[config.mk]
export PLATFORM = sky130hd
export DESIGN_NAME = pconv_ctrl_flat
export DESIGN_NICKNAME = d
export VERILOG_FILES = /design/src/rtl/pconv_ctrl_if.sv /design/src/rtl/pconv_ctrl.sv /design/src/flat_wrapper.sv
export SDC_FILE = /design/constraint.sdc
export NUM_CORES = 1
export LEC_CHECK = 0
export BUFFER_PORTS_ARGS = -buffer_cell sky130_fd_sc_hd__buf_2
export CAP_MARGIN = 30
export CELL_PAD_IN_SITES_DETAIL_PLACEMENT = 1
export CELL_PAD_IN_SITES_GLOBAL_PLACEMENT = 2
export CORE_ASPECT_RATIO = 2
export CORE_MARGIN = 4
export CORE_UTILIZATION = 30
export CTS_BUF_LIST = sky130_fd_sc_hd__clkbuf_8
export DETAILED_ROUTE_END_ITERATION = 8
export PLACE_DENSITY_LB_ADDON = 0.3
export SYNTH_ARGS = -nofsm -noshare
export SYNTH_HDL_FRONTEND = slang
export SYNTH_SLANG_ARGS = --single-unit
[constraint.sdc]
create_clock -name clk -period 2.6 [get_ports clk]
set_input_delay 0.52 -clock clk [delete_from_list [all_inputs] [get_ports clk]]
set_output_delay 0.52 -clock clk [all_outputs]
set_load 0.01 [all_outputs]
[src/rtl/pconv_ctrl_if.sv]
// Handshake and memory-port bundle between the pointwise-conv controller and its environment.
// master: the controller side; slave: the datapath / host side.
interface pconv_ctrl_if #(
  parameter int PIX_W = 10,
  parameter int OC_W  = 3
);
  logic                   start;
  logic                   pause;
  logic                   busy;
  logic                   done;
  logic                   err;
  logic                   fmap_rd_en;
  logic [PIX_W-1:0]       fmap_addr;
  logic                   w_rd_en;
  logic [OC_W-1:0]        w_addr;
  logic                   pu_input_vld;
  logic                   pu_dout_vld;
  logic                   out_we;
  logic [OC_W+PIX_W-1:0]  out_addr;
  logic [31:0]            perf_cycles;

  modport master (
    input  start, pause, pu_dout_vld,
    output busy, done, err, fmap_rd_en, fmap_addr, w_rd_en, w_addr,
           pu_input_vld, out_we, out_addr, perf_cycles
  );

  modport slave (
    output start, pause, pu_dout_vld,
    input  busy, done, err, fmap_rd_en, fmap_addr, w_rd_en, w_addr,
           pu_input_vld, out_we, out_addr, perf_cycles
  );
endinterface

[src/rtl/pconv_ctrl.sv]
// Pointwise-conv sequencer: per output channel loads weights, streams pixels with an outstanding cap, writes results.
// Optional busy-cycle counter enabled by defining PCONV_CTRL_PERF_EN.
module pconv_ctrl #(
  parameter int N               = 16,
  parameter int OUTPUT_CHANNEL  = 8,
  parameter int PIXELS          = 784,
  parameter int PIX_W           = 10,
  parameter int OC_W            = 3,
  parameter int MAX_OUTSTANDING = 4
) (
  input  logic          clk,
  input  logic          rst_n,
  pconv_ctrl_if.master  bus
);

  localparam int CNT_W = $clog2(MAX_OUTSTANDING + 1);
  localparam logic [PIX_W-1:0] PIX_LAST = PIX_W'(PIXELS - 1);
  localparam logic [OC_W-1:0]  OC_LAST  = OC_W'(OUTPUT_CHANNEL - 1);
  localparam logic [CNT_W:0]   MAX_OCC  = (CNT_W + 1)'(MAX_OUTSTANDING);

  if (N < 1 || PIXELS < 1 || PIXELS > (1 << PIX_W) || OUTPUT_CHANNEL < 1 ||
      OUTPUT_CHANNEL > (1 << OC_W) || MAX_OUTSTANDING < 1) begin : g_bad_params
    $error("pconv_ctrl: illegal parameter combination");
  end

  typedef enum logic [2:0] {IDLE, LOAD_W, ISSUE, DRAIN, DONE} state_t;

  state_t            state;
  state_t            state_nxt;
  logic [OC_W-1:0]   oc;
  logic [PIX_W-1:0]  issue_pix;
  logic [PIX_W-1:0]  ret_pix;
  logic [CNT_W-1:0]  outstanding;
  logic              input_vld_q;
  logic              err_q;

  logic              busy;
  logic              start_acc;
  logic              can_issue;
  logic              rd_fire;
  logic              wr_fire;
  logic              spurious;
  logic              pipe_empty;
  logic              ch_next;
  logic              w_rd_en;
  logic              done;
  logic [CNT_W:0]    occupancy;

  // Reads still travelling toward the datapath count against the cap just like unreturned results.
  assign occupancy  = {1'b0, outstanding} + {{CNT_W{1'b0}}, input_vld_q};
  assign busy       = (state != IDLE);
  assign start_acc  = (state == IDLE) && bus.start;
  assign can_issue  = (occupancy < MAX_OCC);
  assign rd_fire    = (state == ISSUE) && !bus.pause && can_issue;
  assign wr_fire    = bus.pu_dout_vld && busy && (outstanding != '0);
  assign spurious   = bus.pu_dout_vld && !wr_fire;
  assign pipe_empty = (outstanding == '0) && !input_vld_q;
  assign ch_next    = (state == DRAIN) && pipe_empty && (oc != OC_LAST);

  always_ff @(posedge clk or negedge rst_n) begin
    if (!rst_n) begin
      state <= IDLE;
    end else begin
      state <= state_nxt;
    end
  end

  always_comb begin
    state_nxt = state;
    w_rd_en   = 1'b0;
    done      = 1'b0;
    unique case (state)
      IDLE: begin
        if (bus.start) state_nxt = LOAD_W;
      end
      LOAD_W: begin
        w_rd_en   = 1'b1;
        state_nxt = ISSUE;
      end
      ISSUE: begin
        if (rd_fire && (issue_pix == PIX_LAST)) state_nxt = DRAIN;
      end
      DRAIN: begin
        if (pipe_empty) state_nxt = (oc == OC_LAST) ? DONE : LOAD_W;
      end
      DONE: begin
        done      = 1'b1;
        state_nxt = IDLE;
      end
      default: state_nxt = IDLE;
    endcase
  end

  // Channel index only moves once the pipe is empty, so the weight address is stable for every in-flight result.
  always_ff @(posedge clk or negedge rst_n) begin
    if (!rst_n) begin
      oc          <= '0;
      issue_pix   <= '0;
      ret_pix     <= '0;
      outstanding <= '0;
      input_vld_q <= 1'b0;
    end else begin
      input_vld_q <= rd_fire;
      if (start_acc) begin
        oc        <= '0;
        issue_pix <= '0;
        ret_pix   <= '0;
      end else if (ch_next) begin
        oc        <= oc + OC_W'(1);
        issue_pix <= '0;
        ret_pix   <= '0;
      end else begin
        if (rd_fire) issue_pix <= (issue_pix == PIX_LAST) ? '0 : issue_pix + PIX_W'(1);
        if (wr_fire) ret_pix   <= (ret_pix == PIX_LAST) ? '0 : ret_pix + PIX_W'(1);
      end
      case ({input_vld_q, wr_fire})
        2'b10:   outstanding <= outstanding + CNT_W'(1);
        2'b01:   outstanding <= outstanding - CNT_W'(1);
        default: outstanding <= outstanding;
      endcase
    end
  end

  always_ff @(posedge clk or negedge rst_n) begin
    if (!rst_n) begin
      err_q <= 1'b0;
    end else if (spurious) begin
      err_q <= 1'b1;
    end else if (start_acc) begin
      err_q <= 1'b0;
    end
  end

`ifdef PCONV_CTRL_PERF_EN
  logic [31:0] perf_q;

  always_ff @(posedge clk or negedge rst_n) begin
    if (!rst_n) begin
      perf_q <= '0;
    end else if (start_acc) begin
      perf_q <= '0;
    end else if (busy && (perf_q != 32'hFFFF_FFFF)) begin
      perf_q <= perf_q + 32'd1;
    end
  end

  assign bus.perf_cycles = perf_q;
`else
  assign bus.perf_cycles = 32'd0;
`endif

  assign bus.busy         = busy;
  assign bus.done         = done;
  assign bus.err          = err_q;
  assign bus.fmap_rd_en   = rd_fire;
  assign bus.fmap_addr    = issue_pix;
  assign bus.w_rd_en      = w_rd_en;
  assign bus.w_addr       = oc;
  assign bus.pu_input_vld = input_vld_q;
  assign bus.out_we       = wr_fire;
  assign bus.out_addr     = {oc, ret_pix};

endmodule

[src/flat_wrapper.sv]
// flat-port wrapper written by rule: the top's interface ports become plain ports
module pconv_ctrl_flat 
#(
  parameter int N               = 16,
  parameter int OUTPUT_CHANNEL  = 8,
  parameter int PIXELS          = 784,
  parameter int PIX_W           = 10,
  parameter int OC_W            = 3,
  parameter int MAX_OUTSTANDING = 4
)
  (clk, rst_n, bus_start, bus_pause, bus_pu_dout_vld, bus_busy, bus_done, bus_err, bus_fmap_rd_en, bus_fmap_addr, bus_w_rd_en, bus_w_addr, bus_pu_input_vld, bus_out_we, bus_out_addr, bus_perf_cycles);
  pconv_ctrl_if #(.PIX_W(PIX_W), .OC_W(OC_W)) bus_i ();
  input  logic clk;
  input  logic rst_n;
  input wire logic [$bits(bus_i.start)-1:0] bus_start;
  input wire logic [$bits(bus_i.pause)-1:0] bus_pause;
  input wire logic [$bits(bus_i.pu_dout_vld)-1:0] bus_pu_dout_vld;
  output wire logic [$bits(bus_i.busy)-1:0] bus_busy;
  output wire logic [$bits(bus_i.done)-1:0] bus_done;
  output wire logic [$bits(bus_i.err)-1:0] bus_err;
  output wire logic [$bits(bus_i.fmap_rd_en)-1:0] bus_fmap_rd_en;
  output wire logic [$bits(bus_i.fmap_addr)-1:0] bus_fmap_addr;
  output wire logic [$bits(bus_i.w_rd_en)-1:0] bus_w_rd_en;
  output wire logic [$bits(bus_i.w_addr)-1:0] bus_w_addr;
  output wire logic [$bits(bus_i.pu_input_vld)-1:0] bus_pu_input_vld;
  output wire logic [$bits(bus_i.out_we)-1:0] bus_out_we;
  output wire logic [$bits(bus_i.out_addr)-1:0] bus_out_addr;
  output wire logic [$bits(bus_i.perf_cycles)-1:0] bus_perf_cycles;
  assign bus_i.start = bus_start;
  assign bus_i.pause = bus_pause;
  assign bus_i.pu_dout_vld = bus_pu_dout_vld;
  assign bus_busy = bus_i.busy;
  assign bus_done = bus_i.done;
  assign bus_err = bus_i.err;
  assign bus_fmap_rd_en = bus_i.fmap_rd_en;
  assign bus_fmap_addr = bus_i.fmap_addr;
  assign bus_w_rd_en = bus_i.w_rd_en;
  assign bus_w_addr = bus_i.w_addr;
  assign bus_pu_input_vld = bus_i.pu_input_vld;
  assign bus_out_we = bus_i.out_we;
  assign bus_out_addr = bus_i.out_addr;
  assign bus_perf_cycles = bus_i.perf_cycles;
  pconv_ctrl #(.N(N), .OUTPUT_CHANNEL(OUTPUT_CHANNEL), .PIXELS(PIXELS), .PIX_W(PIX_W), .OC_W(OC_W), .MAX_OUTSTANDING(MAX_OUTSTANDING)) u_core (.clk(clk), .rst_n(rst_n), .bus(bus_i));
endmodule
Yosys cells after proc, flatten, opt, wreduce, memory -nomap -nowiden
Index checks and enable logic that the tools add are counted.
W data, S select, Z words.
Storage, ports and cells
  word-level logic and storage cells: 70
  output and inout bits: 65
  register bits after elaboration: 31
Operators by class
  add/subtract/negate cells: 6
  multiplexer cells: 20
  reduce and logical (&&, ||, !) cells: 23
  equality and inequality tests: 13
  magnitude comparators: 1
Operators with widths (count)
  $mux W10: 8
  $add A10 B1 Y10 const B: 2
  $eq A10 B10 Y1 const B: 2
  $mux W3: 6
  $pmux W3 S4: 1
  $reduce_bool A3 Y1: 4
  $logic_and A1 B1 Y1: 10
  $add A3 B1 Y3 const B: 2
  $eq A3 B2 Y1 const B: 2
  $eq A3 B3 Y1 const B: 2
  $logic_not A3 Y1: 2
  $pmux W3 S2: 1
  $reduce_bool A2 Y1: 3
  $add A3 B1 Y4: 1
  $lt A4 B3 Y1 const B: 1
  $mux W1: 4
  $ne A2 B2 Y1 const B: 2
  $eq A3 B1 Y1 const B: 1
  $logic_not A1 Y1: 3
  $ne A3 B3 Y1 const B: 1
  $reduce_and A3 Y1: 1
  $sub A3 B1 Y3 const B: 1
  $eq A2 B1 Y1 const B: 1
  $eq A2 B2 Y1 const B: 1
  $ne A2 B1 Y1 const B: 1

Logic depth before layout (Yosys ltp)
Gate-level depths: netlist of the first run.
  depth in word-level cells: 6
  mapped depth: 11
  mapped depth without buffers: 10

Least setup slack after synthesis of the first run
OpenSTA, ideal clock, no wires.
  path kind: flip-flop to flip-flop
  start point: reg u_core.state[1]
  end point: reg u_core.outstanding[2]
  buffers on the path: 1
  required time: 2.521 ns
  arrival: 2.040 ns
  period minus slack after synthesis: 2.120 ns
  cell stages (with the launch flop): 12
  setup slack: 0.480 ns
  cells stage by stage: dfrtp_1 > clkbuf_1 > nor3_1 > inv_1 > nand3_1 > inv_1 > ha_1 > inv_1 > fa_1 > xor2_1 > nor2_1 > xor2_1
On the way
  longest elaborated chain between the ends: 5
  elaborated cells between the ends (all ways): 7
RTL lines
  start, declared: line pconv_ctrl.sv:28  | state_t state;
  start signal, assigned: line pconv_ctrl.sv:64  | state <= state_nxt;
  $reduce_bool A3 Y1 *: line pconv_ctrl.sv:51  | assign busy = (state != IDLE);
  via bus_busy: line flat_wrapper.sv:18  | output wire logic [$bits(bus_i.busy)-1:0] bus_busy;
  $logic_and A1 B1 Y1 * (2 in series): line pconv_ctrl.sv:55  | assign wr_fire = bus.pu_dout_vld && busy && (outstanding != '0);
  via bus_out_we: line flat_wrapper.sv:26  | output wire logic [$bits(bus_i.out_we)-1:0] bus_out_we;
  $eq A2 B1 Y1 or $eq A2 B2 Y1 (tied branches): line pconv_ctrl.sv:116  | case ({input_vld_q, wr_fire})
  $pmux W3 S2 or $reduce_bool A2 Y1 (tied branches)
  end signal, assigned: line pconv_ctrl.sv:117  | 2'b10: outstanding <= outstanding + CNT_W'(1);
  end signal, assigned: line pconv_ctrl.sv:118  | 2'b01: outstanding <= outstanding - CNT_W'(1);
  end signal, assigned: line pconv_ctrl.sv:119  | default: outstanding <= outstanding;
  end, declared: line pconv_ctrl.sv:33  | logic [CNT_W-1:0] outstanding;
Mark *: on every way through the listed nets, which the timed path passes. The rest lies on a longest branch.
A chain may end at the register's enable or synchronous reset.

Worst setup path in the final report of the first run
  start point: reg u_core.outstanding[0]
  end point: out bus_fmap_rd_en
On the way
  longest elaborated chain between the ends: 3
RTL lines
  $add A3 B1 Y4: line pconv_ctrl.sv:50  | assign occupancy = {1'b0, outstanding} + {{CNT_W{1'b0}}, input_vld_q};
  $lt A4 B3 Y1: line pconv_ctrl.sv:53  | assign can_issue = (occupancy < MAX_OCC);
  $logic_and A1 B1 Y1: line pconv_ctrl.sv:54  | assign rd_fire = (state == ISSUE) && !bus.pause && can_issue;
  end, declared: line flat_wrapper.sv:21  | output wire logic [$bits(bus_i.fmap_rd_en)-1:0] bus_fmap_rd_en;
No other way between the ends.

==> results of run 1 <==
[cell families (layout without fill, tap and decap cells)]
kind of cell	Yosys count	in the layout	synth area share, %
AOI/OAI and AO/OA	28	28	12.01
xor gates and xnor gates	13	13	5.723
adders and majority gates	6	6	4.151
buffers and inverters	48	57	15.79
DFF	31	31	38.99
muxes	3	3	1.509
other	1	32	0.1885
and+or+nand+nor	81	81	21.64
[layout by cell type (no fill, tap or decap), types with 3 or more instances in the layout]
cell type,netlist,routed
buf_2,2,37
conb_1,1,32
dfrtp_1,31,31
nor2_1,23,23
nand2_1,16,16
inv_1,8,10
xnor2_1,9,9
nand3_1,8,8
nor3_1,6,6
a31oi_1,6,6
ha_1,5,5
clkbuf_8,0,5
and3_1,4,4
xor2_1,4,4
nand4_1,4,4
a211o_1,4,4
buf_4,35,4
nand2b_1,3,3
and2_1,3,3
mux2i_1,3,3
and4_1,3,3
[cell usage after synthesis (2+ instances only)]
cell and n:
a22o_1 2, nand3_1 8, nor2_1 23, clkbuf_1 3, ha_1 5, dfrtp_1 31, and2_1 3, nor3_1 6
nor2b_1 2, xor2_1 4, o21ai_0 2, xnor2_1 9, and3_1 4, a311oi_1 2, and4_1 3, buf_4 35
a211o_1 4, buf_2 2, nand4b_1 2, mux2i_1 3, o31ai_1 2, inv_1 8, nand2b_1 3, nand2_1 16
nand4_1 4, a31oi_1 6
[final timing paths]
path | to | slack [ns] | cells past startpoint
hold / removal | u_core.bus.w_addr[2] | 0.29 | 1
max in group asynchronous | u_core.bus.fmap_addr[0] | 1.83 | 1
setup reg to reg | u_core.ret_pix[8] | 0.47 | 5
hold reg to reg | u_core.bus.err | 0.49 | 1
min in group clk | u_core.bus.err | 0.46 | 2
setup / recovery | bus_fmap_rd_en | 0.38 | 4
[layer usage]
layer | global-route usage, % | part of all wire (%)
met1 | 13.65 | 39
met2 | 24.25 | 53
met3 | 3.636 | 5.9
met4 | 7.532 | 2.9
met5 | 0 | 0
[flip-flops by register name, indices dropped and copies added, names as in the netlist]
register,flops
u_core.bus.fmap_addr,10
u_core.bus.w_addr,3
u_core.state,3
u_core.bus.err,1
u_core.ret_pix,10
u_core.bus.pu_input_vld,1
u_core.outstanding,3
[per-stage QoR]
step                hold WS (ns)  area, sq um  instances  worst slack [ns]
floorplan                 0.2244         2106        242            0.4804
global placement          0.4802         2145        329            0.4302
detailed placement        0.4854         2145        329            0.4116
CTS                       0.3246         2226        337            0.3419
global route              0.3605         2226        337            0.2447
finish                    0.2913         2226        337            0.3818
[final cells by class]
class / instances / area [sq um]
repair buffers: 41 / 215.2
flip-flops and latches: 31 / 775.7
well taps: 86 / 107.6
clock buffers: 5 / 68.82
inverters: 8 / 30.03
fillers: 821 / 4135
multi-input cells: 163 / 1016
clock inverters: 3 / 12.51
[worst register-to-register path: stages, from the launching register on]
cell and delay, ns:
dfrtp_1 0.46, nor3_1 0.33, nand2_1 0.41, nand4_1 0.49, nor3_1 0.10, a211o_1 0.23
[power groups by stage]
stage / clock, W / sequential (W) / combinational, W
floorplan: 0 / 0.000834 / 0.000675
global placement: 0 / 0.000842 / 0.000942
detailed placement: 0 / 0.000845 / 0.000967
CTS: 0.000393 / 0.000837 / 0.000972
global route: 0.000409 / 0.000872 / 0.00107
finish: 0.000373 / 0.000834 / 0.000944
==> metrics.md, run 1 <==
| Metric | Value |
|---|---|
| Crit-path cells | a311oi_2, or3b_1, inv_1, buf_2 |
| Crit end category | output pin |
| Peak supply drop | roughly 0.34 mV |
| Placeable Area | between 6000 and 7000 sq um |
| Final wirelength | 5131 microns |
| Sequential Power Share | 38.8% |
| Via density per instance | around 4.8 |
| Critical Path RT | 2.08 ns |
| Synth area leaders | dfrtp_1 39%, buf_4 13%, nor2_1 4.3%, xnor2_1 4.0%, ha_1 3.1% |
| Layout cells sized above 1 | between 20% and 30% |
| WP buf/inv | 2 |
| Post-synth ARST share | 100.0% |
| Clock latency on the worst-skew pair | roughly 0.29 ns |
| Pin count of the biggest net entering global routing | 32 |
| Total grt overflow | 0 |
| Final Total Pwr | 0.002151 W |
| EDFF count, synth | 0 |
| I/O pin total | 70 |
| Final Util | between 30% and 40% |
| Post-Syn Area per Cell | between 9 and 10 sq um |
| H-tree depth | 2 |
| Power per Cell Area | around 970 nW/um^2 |
| Via count | around 1600 |
| Post-CTS resize count | 0 |
| Comb pwr share | 43.9% |
| MaxCap Viol Count | 0 |
| Crit path arrival time | 1.70 ns |
| Synthesized cell area | 1989 sq um |
| Final Max Tran Viols | 0 |
| Final hold vios | 0 |
| CTS tree | built |
| Origin of the critical flop-to-flop path | u_core.state[0] |
| Synth area leader | dfrtp_1 |
| Period utilisation layout | between 80% and 90% |
| Hold WC Path Type | in2async |
| Int Pwr | 0.001204 W |
| Lkg Pwr | 1.103 nW |
| WL/cell | 15.23 microns |
| Max Root-Sink Buffers | 2 |
| Antenna-violating nets left | 0 |
| Mapped Cells | 211 |
| Top cell type's share of synthesized area | between 30% and 40% |
| Primary FF master, synth | dfrtp_1 |
| # DRC | 0 |
| Total CTS buffers | 5 |
| 1st-pass router iterations | 3 |
| First-pass GRT wire length | 8100 microns |
| Worst Skew | about 0.0052 ns |
| Seq/Total Area, Yosys | 38.99% |
| Fin nets | 261 |
| Max transition margin | 50.18% |
| Clock sinks | 31 |
| Crit Path Category | reg2out |
| Rows | just over 40 |
| Worst path slowest cell | dfrtp_1 |
| Status | finished clean |
| IO buf count | 37 |
| Worst Setup SP | u_core.outstanding[0] |
| Net Sw Power | 0.0009474 W |
| Synth Warn # | 0 |
| P&R area growth vs syn | 11.89% |
| Initial antenna violation count | 0 |
| Vias in the first global route | 1630 |
| CP top delay family | flip-flops |
| Final HPWL DP | between 3000 and 4000 microns |
| Worst-margin pin slew | 0.7473 ns |
| Peak Freq | 450.8 MHz |
| Count of endpoints failing setup in the final report | 0 |
| GPL Wtd Cong | 0.7568 |
| Final min period | 2.218 ns |
| CTS Hold Bufs | 0 |
| 1st-iter DRT viols | 40 |
| Setup TNS | 0 ns |
| CP peak stage delay | roughly 0.45 ns |
| Die width | approximately 66 microns |
| Clock power share | about 17% |
| CTS root buf | clkbuf_8 |
| Setup bufs post-CTS | 0 |
| Sw Ratio | between 40% and 50% |
| Critical path peak fanout | 5 |
| Die H | ~120 microns |
| Synth cell types | 45 |
| RSZ-0062 raised after global routing | no |
| Crit start category | flip-flop |
| Yosys reg bits | 31 |
| Starting Density | 31.27% |
| Gr usage total | approximately 13% |
| Die Footprint | 8077 sq um |
| Ant. Diodes | 0 |
| CTS clk-pin slew, worst paths | 0.07 ns |
(Power assumes the default switching activity.)
==> inputs of run 2 (changes only) <==
--- a/config.mk
+++ b/config.mk
@@ -15,6 +15,7 @@
 export CTS_BUF_LIST = sky130_fd_sc_hd__clkbuf_8
 export DETAILED_ROUTE_END_ITERATION = 8
 export PLACE_DENSITY_LB_ADDON = 0.3
+export REMOVE_ABC_BUFFERS = 1
 export SYNTH_ARGS = -nofsm -noshare
 export SYNTH_HDL_FRONTEND = slang
 export SYNTH_SLANG_ARGS = --single-unit
==> metrics.md, run 2 (synthesized netlist as in run 1, its figures left out) <==
| Metric | Value |
|---|---|
| Status | finished clean |
| Antenna-violating nets left | 0 |
| Gr usage total | around 13% |
| Power per Cell Area | 977.1 nW/um^2 |
| Layout cells sized above 1 | a little over a fifth |
| Crit path arrival time | 1.95 ns |
| Fin nets | 259 |
| Peak supply drop | 0.3601 mV |
| RSZ-0062 raised after global routing | no |
| Final hold vios | 0 |
| Most common cell after layout, fill and taps aside | buf_2 |
| Max transition margin | 50.93% |
| IO buf count | 37 |
| Rows | 41 |
| CTS root buf | clkbuf_8 |
| CTS Hold Bufs | 0 |
| Via count | between 1500 and 2000 |
| Sequential Power Share | 38.3% |
| Starting Density | 31.27% |
| Crit end category | output pin |
| Worst Skew | 0.007320 ns |
| Crit Path Category | reg2out |
| Via density per instance | around 4.7 |
| Count of endpoints failing setup in the final report | 0 |
| MaxCap Viol Count | 0 |
| I/O pin total | 70 |
| Critical Path RT | 2.08 ns |
| H-tree depth | 2 |
| Crit start category | flip-flop |
| Ant. Diodes | 0 |
| CTS clk-pin slew, worst paths | 0.07 ns |
| Peak Freq | approximately 400 MHz |
| Net Sw Power | 0.0009237 W |
| Comb pwr share | 42.4% |
| Max Root-Sink Buffers | 2 |
| Worst-margin pin slew | 0.7361 ns |
| Setup TNS | 0 ns |
| Setup bufs post-CTS | 0 |
| Vias in the first global route | 1572 |
| Sw Ratio | a little over two fifths |
| Total CTS buffers | 5 |
| Final HPWL DP | 3793 microns |
| Clock latency on the worst-skew pair | roughly 0.28 ns |
| Register Area | 775.7 sq um |
| Hold WC Path Type | in2async |
| CTS tree | built |
| Die H | 123.2 microns |
| Lkg Pwr | around 1.1 nW |
| Period utilisation layout | 95.02% |
| Final Max Tran Viols | 0 |
| Placeable Area | 6361 sq um |
| 1st-iter DRT viols | 13 |
| Final min period | ~2.5 ns |
| Post-CTS resize count | 0 |
| Clock power share | between 10% and 20% |
| Die Footprint | 8077 sq um |
| Total grt overflow | 0 |
| Final Non-Filler Cells | ~340 |
| Int Pwr | between 0.001 and 0.0015 W |
| P&R area growth vs syn | 12.08% |
| WL/cell | between 10 and 15 microns |
| Most frequent cells in the layout | 37 x buf_2, 32 x conb_1, 31 x dfrtp_1 |
| Fillers | slightly above 800 |
| Placed cells | 327 |
| Final wirelength | 4881 microns |
| 1st-pass router iterations | 4 |
| Pin count of the biggest net entering global routing | 32 |
| First-pass GRT wire length | between 7000 and 8000 microns |
| Multi-input gate area | between 1000 and 1500 sq um |
| Clock sinks | 31 |
| Critical path peak fanout | 13 |
| Initial antenna violation count | 0 |
| GPL Wtd Cong | 0.7128 |
| Die width | 65.58 microns |
| # DRC | 0 |
-- run 2: changes by cell type in the layout (fill, tap and decap cells not counted) --
cell / delta
buf_4: -2
clkbuf_8: +2
clkinv_2: -1
inv_1: -1
-- run 2: metal layers --
layer	wire length (microns)	track usage (%)	share of wire, %
met1	1822	13.38	37
met2	2708	24.44	55
met3	294	2.273	6.0
met4	56	4.675	1.1
met5	0	0	0
-- run 2: worst max-delay path, cell delays in order, from the launching register on --
cell and delay [ns]:
dfrtp_1 0.45, a311oi_2 0.35, or3b_1 0.59, inv_1 0.14, buf_2 0.14
-- run 2: metrics by stage --
stage	worst slack, ns	hold slack [ns]	instance area (sq um)	util (%)	total power, W
after global placement	0.2929	0.5001	2130	33.48	0.001774
after floorplan	0.3474	0.2244	1822	-	0.001425
after CTS	0.1093	0.3344	2230	35.05	0.002228
final	0.1296	0.2950	2230	35.05	0.002179
after detailed placement	0.2647	0.4882	2130	33.48	0.001796
after global routing	0.03634	0.3485	2230	35.05	0.002380
-- run 2: path summary, 6_finish.rpt --
kind / cells past startpoint / slack (ns) / startpoint / to
worst max-delay path: 4 / 0.13 / u_core.outstanding[0] / bus_fmap_rd_en
worst min-delay path: 1 / 0.30 / rst_n / u_core.ret_pix[0]
worst max register to register: 7 / 0.37 / u_core.bus.w_addr[0] / u_core.ret_pix[6]
worst min register to register: 1 / 0.52 / u_core.bus.err / u_core.bus.err
max in group asynchronous: 1 / 1.82 / rst_n / u_core.bus.w_addr[2]
min in group clk: 2 / 0.51 / bus_pu_dout_vld / u_core.bus.err
-- run 2: layout make-up --
class | instances | share of cell area (%)
multi-input combinational | 163 | 45.57
sequential | 31 | 34.79
clock inverter | 1 | 0.1684
timing repair buffer | 39 | 8.979
tap | 86 | 4.826
clock buffer | 7 | 4.321
inverter | 8 | 1.347
-- run 2: power groups by stage --
stage                     clock (W)  combinational [W]  sequential [W]
after floorplan                   0           0.000569        0.000856
after global placement            0           0.000932        0.000842
after detailed placement          0           0.000947        0.000849
after CTS                  0.000438           0.000951        0.000840
after global routing       0.000460            0.00105        0.000872
final                      0.000422           0.000923        0.000834
